--- config.mk ---
export PLATFORM = sky130hd
export DESIGN_NAME = bist_ctrl
export DESIGN_NICKNAME = d
export VERILOG_FILES = /design/src/rtl/bist_pkg.sv /design/src/rtl/bist_lfsr16.sv /design/src/rtl/bist_ctrl.sv
export SDC_FILE = /design/constraint.sdc
export NUM_CORES = 1
export LEC_CHECK = 0
export ABC_AREA = 1
export CAP_MARGIN = 20
export CORE_AREA = 5 5 110 112
export CTS_BUF_LIST = sky130_fd_sc_hd__clkbuf_16
export CTS_CLUSTER_SIZE = 14
export DETAILED_ROUTE_END_ITERATION = 8
export DIE_AREA = 0 0 115 117
export HOLD_SLACK_MARGIN = 0.1
export PLACE_DENSITY_LB_ADDON = 0.25
export SYNTH_ARGS = -nofsm -noshare
export SYNTH_HDL_FRONTEND = slang
export SYNTH_HIERARCHICAL = 1
export SYNTH_SLANG_ARGS = --single-unit
--- constraint.sdc ---
create_clock -name CLK -period 2.55 [get_ports CLK]
set_input_delay 0.51 -clock CLK [delete_from_list [all_inputs] [get_ports CLK]]
set_output_delay 0.51 -clock CLK [all_outputs]
set_load 0.01 [all_outputs]
--- src/rtl/bist_pkg.sv ---
// bist_pkg: shared state encoding and LFSR constants for the BIST controller
package bist_pkg;
  typedef enum logic [1:0] {IDLE, RUN, COMPARE, DONE} bist_state_e;
  localparam logic [15:0] LFSR_TAPS = 16'hB400;
  localparam logic [15:0] DEF_SEED  = 16'hACE1;
endpackage

--- src/rtl/bist_lfsr16.sv ---
// bist_lfsr16: 16-bit Fibonacci shift register; data=0 gives a pattern generator, data=responses gives a MISR
module bist_lfsr16 import bist_pkg::*; (
  input  logic        clk,
  input  logic        rst,
  input  logic        en,
  input  logic        load,
  input  logic [15:0] seed,
  input  logic [15:0] data,
  output logic [15:0] q
);
  always_ff @(posedge clk)
    if (rst || load) q <= seed;
    else if (en) q <= {q[14:0], ^(q & LFSR_TAPS)} ^ data;
endmodule

--- src/rtl/bist_ctrl.sv ---
// bist_ctrl: BIST controller (LFSR patterns in, MISR compaction out); BIST_RESTART_EN allows restart from DONE
module bist_ctrl import bist_pkg::*; #(
  parameter int          N_PATTERNS = 1024,
  parameter int          CUT_LAT    = 1,
  parameter logic [15:0] LFSR_SEED  = DEF_SEED,
  parameter logic [15:0] GOLDEN_SIG = 16'h0000
) (
  input  logic CLK,
  input  logic RST,
  input  logic bist_start,
  input  logic in_k,
  input  logic in_j,
  input  logic in_en,
  output logic cut_k,
  output logic cut_j,
  output logic cut_en,
  input  logic cut_synced_d,
  input  logic cut_sync_err_d,
  output logic bist_active,
  output logic pass_fail,
  output logic bist_end
);
`ifdef BIST_RESTART_EN
  localparam bit RESTART = 1'b1;
`else
  localparam bit RESTART = 1'b0;
`endif
  localparam logic [16:0] LAST  = 17'(N_PATTERNS + CUT_LAT - 1);
  localparam logic [16:0] N_LIM = 17'(N_PATTERNS);
  localparam logic [16:0] LAT   = 17'(CUT_LAT);
  bist_state_e state, nxt;
  logic [16:0] cnt;
  logic [15:0] lfsr, misr;
  logic start_ok, run;
  assign run         = state == RUN;
  assign start_ok    = bist_start && (state == IDLE || (RESTART && state == DONE));
  assign bist_active = run || state == COMPARE;
  assign bist_end    = state == DONE;
  assign {cut_k, cut_j, cut_en} = bist_active ? lfsr[2:0] : {in_k, in_j, in_en};
  always_ff @(posedge CLK) state <= RST ? IDLE : nxt;
  always_comb begin
    nxt = state;
    nxt = start_ok ? RUN :
          (run && cnt == LAST) ? COMPARE :
          state == COMPARE ? DONE : state;
  end
  always_ff @(posedge CLK)
    if (RST || start_ok) cnt <= '0;
    else if (run) cnt <= cnt + 17'd1;
  always_ff @(posedge CLK)
    if (RST || start_ok) pass_fail <= 1'b0;
    else if (state == COMPARE) pass_fail <= misr == GOLDEN_SIG;
  bist_lfsr16 u_lfsr (
    .clk(CLK), .rst(RST), .en(run && cnt < N_LIM), .load(start_ok),
    .seed(LFSR_SEED), .data(16'h0000), .q(lfsr)
  );
  // responses lag patterns by CUT_LAT, so compaction starts CUT_LAT cycles into RUN
  bist_lfsr16 u_misr (
    .clk(CLK), .rst(RST), .en(run && cnt + 17'd1 > LAT), .load(start_ok),
    .seed(16'h0000), .data({14'b0, cut_sync_err_d, cut_synced_d}), .q(misr)
  );
endmodule
==> metrics.md <==
| Metric | Value |
|---|---|
| Run status | `finished clean` |
| Starting density of the core | `29.1%` |
| Worst reg2reg path startpoint | `cnt[0]$_SDFFE_PP0P_` |
| Core Area | `0.0111 mm²` |
| Via density per instance | `4.17` |
| Int Power | `1.70 mW` |
| Hold endpoint | `state[1]$_SDFFE_PP0P_` |
| Clock network power share | `32.9%` |
| Largest net degree at the start of global routing | `32` |
| Max Slew Vio Count | `0` |
| Vias | `2,634` |
| Worst Skew | `8.97 ps` |
| WL per Instance | `10.4 µm` |
| Drt drc | `0` |
| # port buffers | `13` |
| Gr usage total | `a little over a tenth` |
| YS warnings | `6` |
| Mean Syn Cell Area | `7.86 µm²` |
| Syn Std Cell Area | `0.00324 mm²` |
| TritonCTS clock tree | `done` |
| Setup violators final | `0` |
| DPL Wire Length | `4980 µm` |
| Nets | `502` |
| Max_cap viols | `0` |
| WL final | `6560 µm` |
| Cells after synthesis | `a little over 400` |
| CP required | `2040 ps` |
| Hold Crit Class | `reg -> reg` |
| Number of diodes | `0` |
| Fillers | `1,182` |
| Kind of end point of the critical path | `primary output` |
| Root buffer cell | `clkbuf_16` |
| Final Power | `2.36 mW` |
| FF-to-FF setup slack | `370 ps` |
| CTS sink cnt | `52` |
| Critical path fanouts, max | `4` |
| Die boundary height | `117 µm` |
| Startpoint Class | `register` |
| DRT iter0 DRCs | `59` |
| Leak | `between 1.5 and 2 nW` |
| Period utilization | `between 90% and 100%` |
| Register area share after synthesis | `around 42%` |
| Crit path arrival time | `1940 ps` |
| Worst R2R Path Depth | `13` |
| Die width | `115 µm` |
| Flop and latch count out of synthesis | `52` |
| Fmax | `0.407 GHz` |
| Antenna viol nets, final | `0` |
| Initial antenna violation count | `0` |
| Final Hold Viols | `0` |
| Layout cells sized above 1 | `7.77%` |
| Seq pwr share | `a little under half` |
| Vias in the first global route | `2,421` |
| H-tree depth | `2` |
| Psw | `0.660 mW` |
| Reg2reg end | `u_misr/q[1]$_DFFE_PP_` |
| Crit Path Category | `reg -> out` |
| Area Overhead vs Synth | `20.7%` |
| Crit. Startpoint | `state[0]$_SDFFE_PP0P_` |
| Hold depth | `2` |
| Comb pwr share | `19.5%` |
| Global route total overflow | `0` |
| Die area | `between 0.01 and 0.015 mm²` |
| Routability cong. | `~0.9` |
| First-pass GRT wire length | `11,100 µm` |
| Net Sw Frac | `28.0%` |
| Hold_sp | `state[1]$_SDFFE_PP0P_` |
| Yosys cell types | `33` |
| Worst-skew pair later-pin latency | `290 ps` |
| Site Rows | `39` |
| Peak VDD IR | `0.255 mV` |
| IO Pins | `14` |
| CTS Buffer Depth | `2` |
| Setup tns final | `0 ps` |
| Post-CTS setup repair buffer count | `0` |
| PwrDens | `604 mW/mm²` |
| Num CTS Buffers | `5` |
| Clock-pin slew on the worst setup and hold paths | `70 ps` |
| Unrepaired setup endpoints after global routing | `no` |
| Initial DRT Pass Iterations | `5` |
| Min cycle time layout | `2450 ps` |
timing repair:
item,4_1_cts,5_1_grt
resized for setup,0,1
endpoints found under the setup margin,0,16
hold buffers,0,0
layout make-up:
cell class,instances,area (µm²),share of cell area (%)
flip-flops and latches,52,1360,34.8
inverters,51,191,4.90
repair buffers,18,168,4.29
well taps,143,179,4.58
multi-input cells,360,1840,47.1
clock inverters,3,42.5,1.09
clock buffers,5,125,3.20
power by group through the flow:
stage	sequential (mW)	clock [mW]	combinational, mW
final	1.12	0.776	0.460
after global routing	1.14	0.846	0.527
after CTS	1.13	0.813	0.463
after detailed placement	1.15	0	0.461
after floorplan	1.11	0	0.372
after global placement	1.14	0	0.452
stage by stage:
stage / hold WS (ps) / worst slack (ps) / util [%] / cell area [µm²] / cells
floorplan: 494 / 485 / - / 3470 / 474
global placement: 525 / 267 / 33.6 / 3740 / 624
detailed placement: 532 / 223 / 33.6 / 3740 / 624
CTS: 542 / 76.2 / 35.1 / 3910 / 632
global route: 576 / 3.42 / 35.1 / 3910 / 632
finish: 552 / 95.2 / 35.1 / 3910 / 632
worst max-delay path, stage by stage, from the launching register on:
cell and delay, ps:
dfxtp_1 390, inv_1 80, ha_1 360, mux2_2 350
clkdlybuf4s50_1 480
per-layer routing:
layer	global-route usage (%)	up-vias	wire length [µm]	share of wire [%]
li1	-	1437	-	-
met1	13.3	1156	3190	49
met2	17.2	32	3040	46
met3	2.31	9	185	2.8
met4	4.15	0	144	2.2
met5	0	-	0	0
registers in the layout, summed over array words and instances (netlist names):
register,cells
u_misr/q,16
pass_fail,1
cnt,17
u_lfsr/q,16
state,2
synth_stat cells:
master	count	area [µm²]
o21bai_2	1	11.3
mux2_2	3	33.8
dfxtp_1	20	400
nor2_1	19	71.3
nor3_1	2	10.0
and3_1	1	6.26
inv_2	5	18.8
nand2_2	6	37.5
buf_1	1	3.75
xor2_1	2	17.5
inv_1	45	169
clkinv_1	1	3.75
a21oi_1	14	70.1
nand4_1	10	62.6
nand2_4	1	11.3
or2_2	2	12.5
buf_2	2	10.0
conb_1	2	7.51
nor2_2	3	18.8
buf_6	4	45.0
nor4_1	6	37.5
o21ai_1	28	140
o21ai_0	14	70.1
nor2_4	4	45.0
o211ai_1	7	52.6
nand2_1	113	424
xnor2_1	32	280
nand3b_1	1	7.51
nand3_1	21	105
buf_4	1	7.51
clkbuf_1	3	11.3
ha_1	6	75.1
edfxtp_1	32	961
cell families (layout without fill, tap and decap cells):
group	after synthesis	in the layout	synth area share, %
AOI/OAI and AO/OA	64	64	10.6
xor gates and xnor gates	34	34	9.20
adders and majority gates	6	6	2.32
buffers and inverters	62	77	8.31
DFF	52	52	42.0
muxes	3	3	1.04
other	2	64	0.232
and+or+nand+nor	189	189	26.2
cell usage in the layout (no fill, tap or decap):
cell / n
nor4_1: 6
clkdlybuf4s50_1: 13
clkinv_1: 1
mux2_2: 3
nor3_1: 2
nand2_1: 113
a21oi_1: 14
and3_1: 1
nor2_4: 4
o21ai_1: 28
edfxtp_1: 32
xnor2_1: 32
inv_2: 5
o21ai_0: 14
nor2_2: 3
dfxtp_1: 20
inv_1: 45
bufinv_16: 1
or2_4: 1
nand2_4: 1
nand2_2: 6
buf_4: 5
nand3b_1: 1
nor2_1: 19
o21bai_2: 1
clkinvlp_4: 1
nand3_1: 21
nand4_1: 10
clkinv_2: 1
o211ai_1: 7
conb_1: 64
xor2_1: 2
ha_1: 6
clkbuf_16: 5
or2_2: 1
worst max-delay path by stage:
stage / depth (start not counted) / slack [ps] / end
floorplan: 13 / 490 / u_misr/q[0]$_DFFE_PP_
global placement: 13 / 270 / u_misr/q[14]$_DFFE_PP_
detailed placement: 13 / 220 / u_misr/q[14]$_DFFE_PP_
CTS: 4 / 80 / cut_en
global route: 4 / 3 / cut_j
finish: 4 / 100 / cut_en
(Power assumes the default switching activity.)
